## config.mk

```make
export PLATFORM = sky130hd
export DESIGN_NAME = lcd_cmd_seq
export DESIGN_NICKNAME = d
export VERILOG_FILES = /design/src/rtl/lcd_pkg.sv /design/src/rtl/lcd_cmd_fifo.sv /design/src/rtl/lcd_cmd_seq.sv
export SDC_FILE = /design/constraint.sdc
export NUM_CORES = 1
export LEC_CHECK = 0
export BUFFER_PORTS_ARGS = -buffer_cell sky130_fd_sc_hd__clkbuf_2
export CORE_MARGIN = 2
export CORE_UTILIZATION = 30
export CTS_CLUSTER_SIZE = 24
export DETAILED_ROUTE_END_ITERATION = 6
export PLACE_DENSITY = 0.52
export SYNTH_ARGS = -nofsm -noshare
export SYNTH_HDL_FRONTEND = slang
export SYNTH_SLANG_ARGS = --single-unit
```

## constraint.sdc

```tcl
create_clock -name clk -period 7.42 [get_ports clk]
set_input_delay 1.484 -clock clk [delete_from_list [all_inputs] [get_ports clk]]
set_output_delay 1.484 -clock clk [all_outputs]
set_load 0.005 [all_outputs]
```

## src/rtl/lcd_pkg.sv

```systemverilog
// Shared definitions for the LCD command sequencer: command codes, frame sizes
// and the sequencer state encoding.
package lcd_pkg;

   localparam logic [2:0] CMD_REFLASH  = 3'd0;
   localparam logic [2:0] CMD_LOAD     = 3'd1;
   localparam logic [2:0] CMD_ZOOM_IN  = 3'd2;
   localparam logic [2:0] CMD_ZOOM_FIT = 3'd3;
   localparam logic [2:0] CMD_RIGHT    = 3'd4;
   localparam logic [2:0] CMD_LEFT     = 3'd5;
   localparam logic [2:0] CMD_UP       = 3'd6;
   localparam logic [2:0] CMD_DOWN     = 3'd7;

   localparam int LOAD_BYTES    = 64;
   localparam int PIX_PER_FRAME = 16;

   typedef enum logic [1:0] {
      IDLE      = 2'd0,
      ISSUE     = 2'd1,
      LOAD      = 2'd2,
      WAIT_DONE = 2'd3
   } seq_state_e;

   // 5-bit counter step that sticks at 31 so a runaway burst cannot wrap back to 16.
   function automatic logic [4:0] sat_inc5(input logic [4:0] v, input logic en);
      if (en && (v != 5'd31)) begin
         return v + 5'd1;
      end else begin
         return v;
      end
   endfunction

endpackage

```

## src/rtl/lcd_cmd_fifo.sv

```systemverilog
// Small synchronous command FIFO; head is visible combinationally, a push is
// only seen by the reader on the following cycle.
module lcd_cmd_fifo #(
   parameter int DEPTH = 4,
   parameter int WIDTH = 3
) (
   input  logic                     clk,
   input  logic                     reset,
   input  logic                     push,
   input  logic [WIDTH-1:0]         push_data,
   input  logic                     pop,
   output logic [WIDTH-1:0]         head,
   output logic                     full,
   output logic                     empty,
   output logic [$clog2(DEPTH):0]   count
);
   localparam int AW = $clog2(DEPTH);
   localparam logic [AW:0] FULL_CNT = (AW+1)'(DEPTH);

   logic [WIDTH-1:0] mem_r [DEPTH];
   logic [AW-1:0]    wr_ptr_r;
   logic [AW-1:0]    rd_ptr_r;
   logic [AW:0]      count_r;
   logic             do_push_s;
   logic             do_pop_s;

   assign full      = (count_r == FULL_CNT);
   assign empty     = (count_r == '0);
   assign count     = count_r;
   assign head      = mem_r[rd_ptr_r];
   assign do_push_s = push && !full;
   assign do_pop_s  = pop && !empty;

   // storage array
   always_ff @(posedge clk) begin
      if (do_push_s) begin
         mem_r[wr_ptr_r] <= push_data;
      end
   end

   // pointers and occupancy
   always_ff @(posedge clk) begin
      if (!reset) begin
         wr_ptr_r <= '0;
         rd_ptr_r <= '0;
         count_r  <= '0;
      end else begin
         if (do_push_s) begin
            wr_ptr_r <= wr_ptr_r + AW'(1);
         end
         if (do_pop_s) begin
            rd_ptr_r <= rd_ptr_r + AW'(1);
         end
         case ({do_push_s, do_pop_s})
            2'b10:   count_r <= count_r + (AW+1)'(1);
            2'b01:   count_r <= count_r - (AW+1)'(1);
            default: count_r <= count_r;
         endcase
      end
   end

endmodule

```

## src/rtl/lcd_cmd_seq.sv

```systemverilog
// LCD command sequencer: queues host commands, issues them over cmd/cmd_valid/busy,
// streams the image RAM during LOAD and checks each command's 16-pixel burst.
module lcd_cmd_seq
   import lcd_pkg::*;
#(
   parameter int DEPTH   = 4,
   parameter int TIMEOUT = 255
) (
   input  logic       clk,
   input  logic       reset,
   input  logic [2:0] host_cmd,
   input  logic       host_valid,
   output logic       host_ready,
   output logic [2:0] cmd,
   output logic       cmd_valid,
   input  logic       busy,
   input  logic       output_valid,
   output logic       img_rd,
   output logic [5:0] img_addr,
   input  logic [7:0] img_data,
   output logic       cmd_done,
   output logic       seq_busy,
   output logic [1:0] err,
   input  logic       err_clr
);
   localparam int TW = $clog2(TIMEOUT + 1);

   seq_state_e              state_r, state_n;
   logic [2:0]              cmd_r, cmd_n;
   logic                    cmd_valid_r, cmd_valid_n;
   logic                    img_rd_r, img_rd_n;
   logic [5:0]              img_addr_r, img_addr_n;
   logic                    cmd_done_r, cmd_done_n;
   logic [1:0]              err_r, err_set_s;
   logic [4:0]              pix_cnt_r, pix_n, pix_inc_s;
   logic [TW-1:0]           to_cnt_r, to_n;
   logic                    pop_s;
   logic [2:0]              fifo_head_s;
   logic                    fifo_full_s;
   logic                    fifo_empty_s;
   logic [$clog2(DEPTH):0]  fifo_count_s;
   logic                    img_data_unused_s;

   // img_data goes straight to the controller's datain; nothing here consumes it.
   assign img_data_unused_s = ^img_data;

   lcd_cmd_fifo #(.DEPTH(DEPTH), .WIDTH(3)) u_fifo (
      .clk       (clk),
      .reset     (reset),
      .push      (host_valid),
      .push_data (host_cmd),
      .pop       (pop_s),
      .head      (fifo_head_s),
      .full      (fifo_full_s),
      .empty     (fifo_empty_s),
      .count     (fifo_count_s)
   );

   assign host_ready = !fifo_full_s;
   assign seq_busy   = (state_r != IDLE) || (fifo_count_s != '0);
   assign cmd        = cmd_r;
   assign cmd_valid  = cmd_valid_r;
   assign img_rd     = img_rd_r;
   assign img_addr   = img_addr_r;
   assign cmd_done   = cmd_done_r;
   assign err        = err_r;

   // Outputs are computed one cycle ahead so that they are valid in the state they belong to.
   always_comb begin
      state_n     = state_r;
      cmd_n       = cmd_r;
      cmd_valid_n = 1'b0;
      img_rd_n    = 1'b0;
      img_addr_n  = img_addr_r;
      cmd_done_n  = 1'b0;
      pix_n       = pix_cnt_r;
      pix_inc_s   = pix_cnt_r;
      to_n        = to_cnt_r;
      err_set_s   = 2'b00;
      pop_s       = 1'b0;
      case (state_r)
         IDLE: begin
            if (!fifo_empty_s && !busy) begin
               pop_s       = 1'b1;
               cmd_n       = fifo_head_s;
               cmd_valid_n = 1'b1;
               state_n     = ISSUE;
               if (fifo_head_s == CMD_LOAD) begin
                  img_rd_n   = 1'b1;
                  img_addr_n = 6'd0;
               end else begin
                  img_rd_n   = 1'b0;
               end
            end else begin
               state_n = IDLE;
            end
         end
         ISSUE: begin
            if (cmd_r == CMD_LOAD) begin
               img_rd_n   = 1'b1;
               img_addr_n = 6'd1;
               state_n    = LOAD;
            end else begin
               pix_n   = 5'd0;
               to_n    = '0;
               state_n = WAIT_DONE;
            end
         end
         LOAD: begin
            if (img_addr_r == 6'(LOAD_BYTES - 1)) begin
               img_addr_n = 6'd0;
               pix_n      = 5'd0;
               to_n       = '0;
               state_n    = WAIT_DONE;
            end else begin
               img_rd_n   = 1'b1;
               img_addr_n = img_addr_r + 6'd1;
            end
         end
         WAIT_DONE: begin
            pix_inc_s = sat_inc5(pix_cnt_r, output_valid);
            pix_n     = pix_inc_s;
            to_n      = to_cnt_r + TW'(1);
            if (!busy) begin
               cmd_done_n   = 1'b1;
               err_set_s[0] = (pix_inc_s != 5'(PIX_PER_FRAME));
               state_n      = IDLE;
            end else if (to_cnt_r == TW'(TIMEOUT - 1)) begin
               err_set_s[1] = 1'b1;
               state_n      = IDLE;
            end else begin
               state_n = WAIT_DONE;
            end
         end
         default: begin
            state_n = IDLE;
         end
      endcase
   end

   // State, counters and registered outputs; a new error beats err_clr in the same cycle.
   always_ff @(posedge clk) begin
      if (!reset) begin
         state_r     <= IDLE;
         cmd_r       <= 3'd0;
         cmd_valid_r <= 1'b0;
         img_rd_r    <= 1'b0;
         img_addr_r  <= 6'd0;
         cmd_done_r  <= 1'b0;
         err_r       <= 2'b00;
         pix_cnt_r   <= 5'd0;
         to_cnt_r    <= '0;
      end else begin
         state_r     <= state_n;
         cmd_r       <= cmd_n;
         cmd_valid_r <= cmd_valid_n;
         img_rd_r    <= img_rd_n;
         img_addr_r  <= img_addr_n;
         cmd_done_r  <= cmd_done_n;
         err_r       <= (err_r & ~{2{err_clr}}) | err_set_s;
         pix_cnt_r   <= pix_n;
         to_cnt_r    <= to_n;
      end
   end

endmodule

```

==> reports/metrics.yaml, run 1 <==
vias_per_cell: 4.90
required_ns: 7.66
cts_hold_buf: 0
grt-ovfl-total: 0
core_area_mm2: 0.00822
dr.pass1.iters: 4
fin_nets: 317
drc: 0
nFillCells: 839
critPathLaunchType: "input port"
fin_crit_sh_pct: 42.0
cap_violations: 0
drtIter0Drc: 80
antenna_left: 0
h-tree-depth: 2
finClkSkew_ns: 0.00507
synth_compound_area_share_pct: 13.4
slew_viol_final: 0
rr_worst_depth: 6
portBuffers: 24
hp-class: "reg2reg"
synthToLayoutAreaGrowth_pct: 12.5
synth-seq-cells: 50
async_flop_share_pct: 0
worst_pin_slew_ns: 0.742
io_pins: 33
cts_tree: "done"
tns_ns: 0
cts_buffer_depth: 2
whs_path_depth: 2
syn_nets: 294
fin_util_pct: 34.9
synth_edf_count: 12
antenna_found_initial: 0
worst-endpoint-arrival_ns: 3.36
dieArea_mm2: 0.00924
synthAdderAreaFrac_pct: 8.16
fp.dieW_um: 96.1
synth_area_mm2: 0.00254
final_area_mm2: 0.00286
synth_top_family_by_area: "simple AND/OR/NAND/NOR gates"
rsz0062_at_grt: "false"
synth_cell_types: 48
ctsResizeCount: 0
routed-via-count: 1912
synthSimpleGateAreaFrac_pct: 24.5
cts_sinks: 50
grt_pass1_vias: 1846
cellPowerDensity_mw_per_mm2: 269
end_kind: "flip-flop"
critPathKind: "in2reg"
hold_violations: 0
mostFrequentLayoutCells: "dfxtp_1, nand2_1, clkbuf_2"
drive_above_1_share_pct: 13.3
yosysWarnings: 0
syn_inst: 261
fmax_mhz: 321
ir_worst_vdd_mv: 0.172
fin_crit_ns: 3.12
synthXorXnorAreaFrac_pct: 2.41
initial_core_util_pct: 31.0
synthMuxAreaShare_pct: 4.38
syn_area_per_cell_um2: 9.75
grt_max_degree: 41
synth_ff_type: "dfxtp_1"
postPlaceCellArea_mm2: 0.00276
grt_use_total_pct: 12.2
status: "completed"
insertion_delay_ns: 0.31
placementRows: 33
diodes: 0
finalSetupViolCount: 0
cts_root_buf: "clkbuf_8"
gp_congestion: 0.727
ff_latch_area_mm2: 0.00112
critical_path.max_fanout: 8
total_power_mw: 0.770
grt_pass1_wl_mm: 8.71
p_leak_nw: 1.07
multiInputGateArea_mm2: 0.00135
die_y_um: 96.1
yosysSeqAreaShare_pct: 44.1
wl_per_cell_um: 13.0
dp_slack_ns: 3.96
routed_wl_mm: 5.07
cts-buffers-inserted: 5
worst_slack_ns: 4.30
clk_pin_slew_ns: 0.10
relSlewSlack_pct: 50.3
cts_setup_buffers: 0
layout.cells.most_common: "dfxtp_1"
dpl.hpwl_mm: 3.61
[state kept, by name (all words and copies together), names as in the netlist, named ones only]
signal	cells
cmd_done	1
u_fifo.count	3
img_addr	6
u_fifo.rd_ptr_r	2
pix_cnt_r	5
u_fifo.wr_ptr_r	2
cmd	3
err	2
state_r	2
cmd_valid	1
u_fifo.mem_r	12
img_rd	1
to_cnt_r	8
[report_power, final]
group | switching [mW] | internal (mW)
registers | 0.0290 | 0.314
clock network | 0.102 | 0.0707
logic | 0.144 | 0.110
total | 0.275 | 0.494
[metal layers]
metal | part of all wire (%) | vias to the layer above | wire [um] | global-route usage (%)
met2 | 46 | 18 | 2350 | 19.8
li1 | - | 976 | - | -
met4 | 1.2 | 0 | 63 | 3.93
met1 | 49 | 912 | 2480 | 15.9
met5 | 0 | - | 0 | 0
met3 | 3.6 | 6 | 183 | 3.29
[cells by family after synthesis]
kind of cell	after synthesis
compound gates	47
xor+xnor	7
fa+ha+maj	16
buf+inv	20
flops	50
mux	7
simple gates	114
[worst paths after layout]
path / to / slack (ns) / from
worst min-delay path: err[0] / 0.49 / err[0]
worst max-delay path: u_fifo.count[2] / 4.30 / busy
worst min register to register: err[0] / 0.49 / err[0]
worst max register to register: to_cnt_r[2] / 4.95 / img_addr[0]
[metrics by stage]
stage               hold slack (ns)  cells
finish                        0.485    390
global placement              0.460    382
detailed placement            0.474    382
global route                  0.541    390
floorplan                     0.454    261
CTS                           0.490    390
[cells in the mapped netlist (6+ instances only)]
master / number / area [um2]
a21boi_0: 16 / 120
and2_1: 12 / 75.1
and3_1: 9 / 56.3
clkbuf_1: 6 / 22.5
dfxtp_1: 38 / 761
edfxtp_1: 12 / 360
ha_1: 15 / 188
inv_1: 12 / 45.0
nand2_1: 34 / 128
nand3_1: 9 / 45.0
nand4_1: 7 / 43.8
nor2b_1: 8 / 50.1
nor3_1: 9 / 45.0
o21a_1: 7 / 52.6
o21ai_0: 8 / 40.0
[critical path: stages]
cell,delay [ns]
clkbuf_2,0.11
inv_1,0.08
and3_1,0.39
ha_1,0.25
inv_1,0.06
fa_1,0.38
xor2_1,0.16
or3_1,0.30
a21boi_0,0.16
[final cells by class]
type	count	area share (%)
multi-input combinational	191	47.1
sequential	50	39.1
inverter	12	1.57
clock buffer	5	2.40
clock inverter	3	1.00
tap	105	4.59
timing repair buffer	24	4.19
Note: power is estimated with default switching activity, not from simulation.
==> inputs of run 2 (changes only) <==
--- a/config.mk
+++ b/config.mk
@@ -5,6 +5,7 @@
 export SDC_FILE = /design/constraint.sdc
 export NUM_CORES = 1
 export LEC_CHECK = 0
+export ABC_AREA = 1
 export BUFFER_PORTS_ARGS = -buffer_cell sky130_fd_sc_hd__clkbuf_2
 export CORE_MARGIN = 2
 export CORE_UTILIZATION = 30
==> constraint.sdc (replaced) <==
create_clock -name clk -period 2.9 [get_ports clk]
set_input_delay 0.58 -clock clk [delete_from_list [all_inputs] [get_ports clk]]
set_output_delay 0.58 -clock clk [all_outputs]
set_load 0.005 [all_outputs]
==> run 2 against run 1 <==
Critical endpoint unchanged. Die area down 1.0%. Power rose to 3.1 times the previous value. Non-clock buffer count up 1. Sequential share of layout area up 0.069 points. Register-to-register slack worse by 4.2 ns. Sequential power rose to 2.9 times the previous value. Core utilization up 0.11 points. Highest routed layer unchanged. First-iteration DRC count up 38%. Design area down 0.17%. Routed wire length down 0.14%. Critical path depth up 2. Global-route usage about the same.
==> reports/metrics.yaml, run 2 <==
cts-buffers-inserted: 5  # unchanged
grt_max_degree: 23  # was 41
ctsResizeCount: 0  # unchanged
ir_worst_vdd_mv: 0.296  # was 0.172 mV
fin_crit_ns: 2.11
core_area_mm2: 0.00818  # was 0.00822 mm2
seq_power_share_pct: 41.1  # was 44.5%
gp_congestion: 0.754  # was 0.727
grt_pass1_wl_mm: 8.87  # was 8.71 mm
drive_above_1_share_pct: 12.9  # was 13.3%
die_y_um: 95.6  # was 96.1 um
cts_root_buf: "clkbuf_8"  # unchanged
clk_pin_slew_ns: 0.10  # about the same
dieArea_mm2: 0.00914  # was 0.00924 mm2
cts_sinks: 50  # unchanged
fin_crit_sh_pct: 72.6
antenna_found_initial: 0  # unchanged
r2r_end: "u_fifo.count[2]"  # was to_cnt_r[2]
syn_inst: 320  # was 261
mostFrequentLayoutCells: "nand2_1, inv_1, dfxtp_1"  # was dfxtp_1, nand2_1, clkbuf_2
initial_core_util_pct: 30.8  # was 31.0%
cap_violations: 0  # unchanged
placementRows: 33  # unchanged
p_int_mw: 1.46  # was 0.494 mW
routed_wl_mm: 5.06  # was 5.07 mm
synth_edf_count: 12  # unchanged
grt_use_total_pct: 12.2  # about the same
cellPowerDensity_mw_per_mm2: 847  # was 269 mW/mm2
wl_per_cell_um: 11.2  # was 13.0 um
fp.dieW_um: 95.6  # was 96.1 um
timing.hold.ws_ns: 0.453  # was 0.485 ns
cts_buffer_depth: 2  # unchanged
combinationalPowerShare_pct: 38.7  # was 33.0%
syn_nets: 353  # was 294
r2r_slack_ns: 0.79  # was 4.95 ns
critPathKind: "reg2reg"  # was in2reg
synthToLayoutAreaGrowth_pct: 13.6  # was 12.5%
grt_use_met3_pct: 2.13  # was 3.29%
power.switching_mw: 0.963  # was 0.275 mW
yosysWarnings: 0  # unchanged
io_pins: 33  # unchanged
hold_start: "to_cnt_r[3]"  # was err[0]
yosys-top-cells-area: "dfxtp_1, edfxtp_1, nand2_1"  # was dfxtp_1, edfxtp_1, ha_1
cts_setup_buffers: 0  # unchanged
grt-ovfl-total: 0  # unchanged
syn_area_per_cell_um2: 7.87  # was 9.75 um2
vias_per_cell: 4.49  # was 4.90
critPathLaunchType: "flip-flop"  # was input port
r2r_start: "state_r[1]"  # was img_addr[0]
nFillCells: 899  # was 839
h-tree-depth: 2  # unchanged
synth_top_area_share_pct: 30.2  # was 29.9%
yosysMostFrequentCell: "nand2_1"  # was dfxtp_1
relSlewSlack_pct: 64.6  # was 50.3%
place_inst: 445  # was 382
critical_path.max_fanout: 5  # was 8
finalSetupViolCount: 0  # unchanged
total_power_mw: 2.42  # was 0.770 mW
grt_pass1_vias: 1947  # was 1,846
end_kind: "flip-flop"  # unchanged
drc: 0  # unchanged
whs_path_depth: 1  # was 2
hold_end: "to_cnt_r[3]"  # was err[0]
sw_frac_of_total_pct: 39.8  # was 35.8%
met2_usage_pct: 19.4  # was 19.8%
drtIter0Drc: 110  # was 80
portBuffers: 24  # unchanged
hold_violations: 0  # unchanged
yosysSeqAreaShare_pct: 44.5  # was 44.1%
synth_area_mm2: 0.00252  # was 0.00254 mm2
fin_cells: 453  # was 390
synth_common_cells: "nand2_1, inv_1, dfxtp_1"  # was dfxtp_1, nand2_1, a21boi_0
cts_tree: "done"  # unchanged
dpl.hpwl_mm: 3.78  # was 3.61 mm
synth-seq-cells: 50  # unchanged
insertion_delay_ns: 0.30  # was 0.31 ns
cts_hold_buf: 0  # unchanged
dr.pass1.iters: 4  # unchanged
async_flop_share_pct: 0  # unchanged
grt_use_met1_pct: 17.0  # was 15.9%
yosysTopAreaCell: "dfxtp_1"  # unchanged
finClkSkew_ns: 0.0108  # was 0.00507 ns
status: "completed"  # unchanged
p_leak_nw: 1.19  # was 1.07 nW
hp-class: "reg2reg"  # unchanged
diodes: 0  # unchanged
tns_ns: 0  # unchanged
slew_viol_final: 0  # unchanged
worst_pin_slew_ns: 0.532  # was 0.742 ns
routed-via-count: 2032  # was 1,912
fin_nets: 380  # was 317
worst-endpoint-arrival_ns: 2.30  # was 3.36 ns
grt.busiest_layer: "met2"  # unchanged
power.share.clock_pct: 20.3  # was 22.5%
rsz0062_at_grt: "false"  # unchanged
synth_cell_types: 33  # was 48
regMostFlops: "u_fifo.mem_r"  # unchanged
largest_reg_flops: 12  # unchanged
synth_ff_type: "dfxtp_1"  # unchanged
layout.cells.most_common: "nand2_1"  # was dfxtp_1
required_ns: 3.10  # was 7.66 ns
antenna_left: 0  # unchanged
rr_worst_depth: 11  # was 6
fmax_mhz: 475
==> run 2: per-layer routing <==
metal	up-vias	wire length [um]
met5	-	0
met4	0	46
li1	1098	-
met3	4	145
met1	907	2690
met2	23	2190
==> run 2: power groups by stage <==
stage	clock network, mW	registers [mW]	logic [mW]
global route	0.537	1.02	1.09
global placement	0	1.01	0.937
floorplan	0	0.982	0.722
detailed placement	0	1.01	0.944
CTS	0.505	0.996	0.948
finish	0.490	0.994	0.937
==> run 2: critical path, cell delays in order (launching register included) <==
cell and delay, ns:
dfxtp_1 0.35, inv_1 0.12, ha_1 0.28, inv_1 0.06
nor2_1 0.14, ha_1 0.16, inv_1 0.06, fa_1 0.37
a21oi_1 0.14, o21ai_0 0.11, o21ai_0 0.16, a21oi_1 0.05
==> run 2: final cells by class <==
class | count | area (um2) | share of cell area, %
sequential | 50 | 1120 | 39.2
inverter | 48 | 180 | 6.30
timing repair buffer | 25 | 128 | 4.46
tap | 105 | 131 | 4.60
multi-input combinational | 217 | 1190 | 41.6
clock buffer | 6 | 72.6 | 2.54
clock inverter | 2 | 37.5 | 1.31
==> run 2: per-stage QoR <==
| step | worst slack [ns] | utilization, % | instance area (um2) |
|---|---|---|---|
| CTS | 0.774 | 35.0 | 2860 |
| global route | 0.498 | 35.0 | 2860 |
| finish | 0.794 | 35.0 | 2860 |
| detailed placement | 0.628 | 33.6 | 2750 |
| floorplan | 0.727 | - | 2520 |
| global placement | 0.587 | 33.6 | 2750 |
==> run 2: how the worst max path moves through the flow <==
stage	startpoint	end	slack (ns)
floorplan	busy	u_fifo.count[2]	0.73
global placement	busy	u_fifo.count[2]	0.59
detailed placement	busy	u_fifo.count[2]	0.63
CTS	state_r[1]	u_fifo.count[2]	0.77
global route	state_r[0]	u_fifo.count[2]	0.50
finish	state_r[1]	u_fifo.count[2]	0.79
==> run 2: logic make-up (layout without fill, tap and decap cells) <==
| group | Yosys count | count (layout) | synth area share (%) |
|---|---|---|---|
| AND/OR/NAND/NOR | 138 | 138 | 25.1 |
| AO/OA/AOI/OAI | 60 | 60 | 12.8 |
| buffers and inverters | 53 | 81 | 8.25 |
| flip-flops | 50 | 50 | 44.5 |
| adder cells (fa/ha/maj) | 16 | 16 | 8.25 |
| XOR/XNOR | 3 | 3 | 1.04 |
==> inputs of run 3 (changes only) <==
==> constraint.sdc (replaced) <==
create_clock -name clk -period 2.2 [get_ports clk]
set_input_delay 0.44 -clock clk [delete_from_list [all_inputs] [get_ports clk]]
set_output_delay 0.44 -clock clk [all_outputs]
set_load 0.005 [all_outputs]
==> run 3 against run 2 <==
Via count grew 2.2%. Critical path type unchanged. Largest power group unchanged. First-iteration DRC count is 44% lower. Hold slack got worse by 0.10 ns. Critical endpoint unchanged.
==> reports/metrics.yaml, run 3 (synthesis gave the netlist of run 2 again) <==
fin_nets: 387  # was 380
postPlaceCellArea_mm2: 0.00280  # was 0.00275 mm2
antenna_found_initial: 0  # unchanged
mostFrequentLayoutCells: "nand2_1, inv_1, dfxtp_1"  # unchanged
required_ns: 2.40  # was 3.10 ns
hold_violations: 0  # unchanged
cts_tree: "done"  # unchanged
grt_pass1_wl_mm: 8.80  # was 8.87 mm
worst_pin_slew_ns: 0.353  # was 0.532 ns
core_area_mm2: 0.00818  # unchanged
finClkSkew_ns: 0.00791  # was 0.0108 ns
relSlewSlack_pct: 76.5  # was 64.6%
rr_worst_depth: 11  # unchanged
cts_root_buf: "clkbuf_8"  # unchanged
grt_pass1_vias: 1936  # was 1,947
r2r_end: "u_fifo.count[2]"  # unchanged
clk_pin_slew_ns: 0.10  # about the same
combinationalPowerShare_pct: 39.7  # was 38.7%
fp.dieW_um: 95.6  # unchanged
nFillCells: 886  # was 899
drc: 0  # unchanged
seq_power_share_pct: 40.2  # was 41.1%
largest_reg_flops: 12  # unchanged
cts_buffer_depth: 2  # unchanged
insertion_delay_ns: 0.30  # about the same
critPathKind: "reg2reg"  # unchanged
timing.hold.ws_ns: 0.353  # was 0.453 ns
ir_worst_vdd_mv: 0.611  # was 0.296 mV
rsz0062_at_grt: "false"  # unchanged
finalSetupViolCount: 0  # unchanged
final_area_mm2: 0.00292  # was 0.00286 mm2
grt_use_total_pct: 12.2  # about the same
r2r_slack_ns: 0.27  # was 0.79 ns
critPathLaunchType: "flip-flop"  # unchanged
regMostFlops: "u_fifo.mem_r"  # unchanged
fin_crit_sh_pct: 87.5  # was 72.6%
power.switching_mw: 1.29  # was 0.963 mW
p_int_mw: 1.97  # was 1.46 mW
cts_hold_buf: 0  # unchanged
grt_max_degree: 17  # was 23
grt-ovfl-total: 0  # unchanged
routed_wl_mm: 5.05  # was 5.06 mm
power.share.clock_pct: 20.1  # was 20.3%
vias_per_cell: 4.51  # was 4.49
sw_frac_of_total_pct: 39.6  # was 39.8%
portBuffers: 24  # unchanged
cts_sinks: 50  # unchanged
gp_congestion: 0.779  # was 0.754
crit_start: "state_r[0]"  # was state_r[1]
drtIter0Drc: 62  # was 110
placementRows: 33  # unchanged
die_y_um: 95.6  # unchanged
fmax_mhz: 519  # was 475 MHz
critical_path.max_fanout: 5  # unchanged
end_kind: "flip-flop"  # unchanged
routed-via-count: 2076  # was 2,032
slew_viol_final: 0  # unchanged
p_leak_nw: 1.22  # was 1.19 nW
cts-buffers-inserted: 5  # unchanged
worst-endpoint-arrival_ns: 2.13  # was 2.30 ns
antenna_left: 0  # unchanged
crit_path_end: "u_fifo.count[2]"  # unchanged
fin_crit_ns: 1.93  # was 2.11 ns
status: "completed"  # unchanged
hp-class: "in2reg"  # was reg2reg
io_pins: 33  # unchanged
wl_per_cell_um: 11.0  # was 11.2 um
dr.pass1.iters: 4  # unchanged
dieArea_mm2: 0.00914  # unchanged
layout.cells.most_common: "nand2_1"  # unchanged
tns_ns: 0  # unchanged
synthToLayoutAreaGrowth_pct: 15.9  # was 13.6%
r2r_start: "state_r[0]"  # was state_r[1]
dpl.hpwl_mm: 3.90  # was 3.78 mm
cellPowerDensity_mw_per_mm2: 1120  # was 847 mW/mm2
drive_above_1_share_pct: 15.5  # was 12.9%
diodes: 0  # unchanged
h-tree-depth: 2  # unchanged
cap_violations: 0  # unchanged
initial_core_util_pct: 30.8  # unchanged
[run 3: cell count changes in the layout (fill, tap and decap cells not counted), sizes merged]
cell      before  now
buf            1    8
clkbuf        30   29
clkinvlp       1    2
[run 3: worst max-delay path, stage by stage (launching register included)]
cell	delay, ns
dfxtp_1	0.36
inv_1	0.11
ha_1	0.18
inv_1	0.05
nor2_2	0.12
ha_1	0.16
inv_1	0.07
fa_1	0.38
a21oi_1	0.14
o21ai_1	0.09
o21ai_1	0.12
a21oi_1	0.05
[run 3: worst min-delay path by stage]
stage / slack, ns / endpoint / from / cells after the start
2_1_floorplan: 0.42 / to_cnt_r[3] / to_cnt_r[3] / 1
3_3_place_gp: 0.44 / to_cnt_r[3] / to_cnt_r[3] / 1
3_5_place_dp: 0.44 / to_cnt_r[3] / to_cnt_r[3] / 1
4_1_cts: 0.34 / u_fifo.mem_r[1][1] / host_cmd[1] / 1
5_1_grt: 0.34 / u_fifo.mem_r[1][1] / host_cmd[1] / 1
6_report: 0.35 / u_fifo.mem_r[1][1] / host_cmd[1] / 1
[run 3: through the flow]
step	power [mW]	setup slack, ns	std cells	utilization (%)
after floorplan	2.25	0.111	320	-
after global placement	2.62	0.0986	452	34.3
after detailed placement	2.65	0.0802	452	34.3
final	3.27	0.275	460	35.7
after CTS	3.31	0.187	460	35.7
after global routing	3.58	0.00981	460	35.7
[run 3: cell type report]
class                   instances  area [um2]  area share [%]
clock buffers                   5        68.8            2.36
repair buffers                 32         180            6.17
flip-flops and latches         50        1120            38.4
clock inverters                 3        45.0            1.54
inverters                      48         180            6.17
well taps                     105         131            4.50
multi-input cells             217        1190            40.8
[run 3: what timing repair did]
| item | in CTS | in global routing |
|---|---|---|
| resized for setup | 0 | 4 |
| setup buffers | 0 | 0 |
| setup endpoints to repair | 0 | 1 |
[run 3: power groups by stage]
stage | Sequential, mW | Combinational, mW | Clock (mW)
after global placement | 1.33 | 1.29 | 0
after CTS | 1.32 | 1.31 | 0.680
after global routing | 1.35 | 1.52 | 0.710
final | 1.31 | 1.30 | 0.656
after floorplan | 1.29 | 0.952 | 0
after detailed placement | 1.34 | 1.31 | 0
[run 3: metal layers]
layer	track usage, %	vias to the layer above	part of all wire, %
li1	-	1116	-
met1	17.1	933	53
met2	18.8	21	43
met3	2.21	6	2.4
met4	3.93	0	1.5
met5	0	-	0
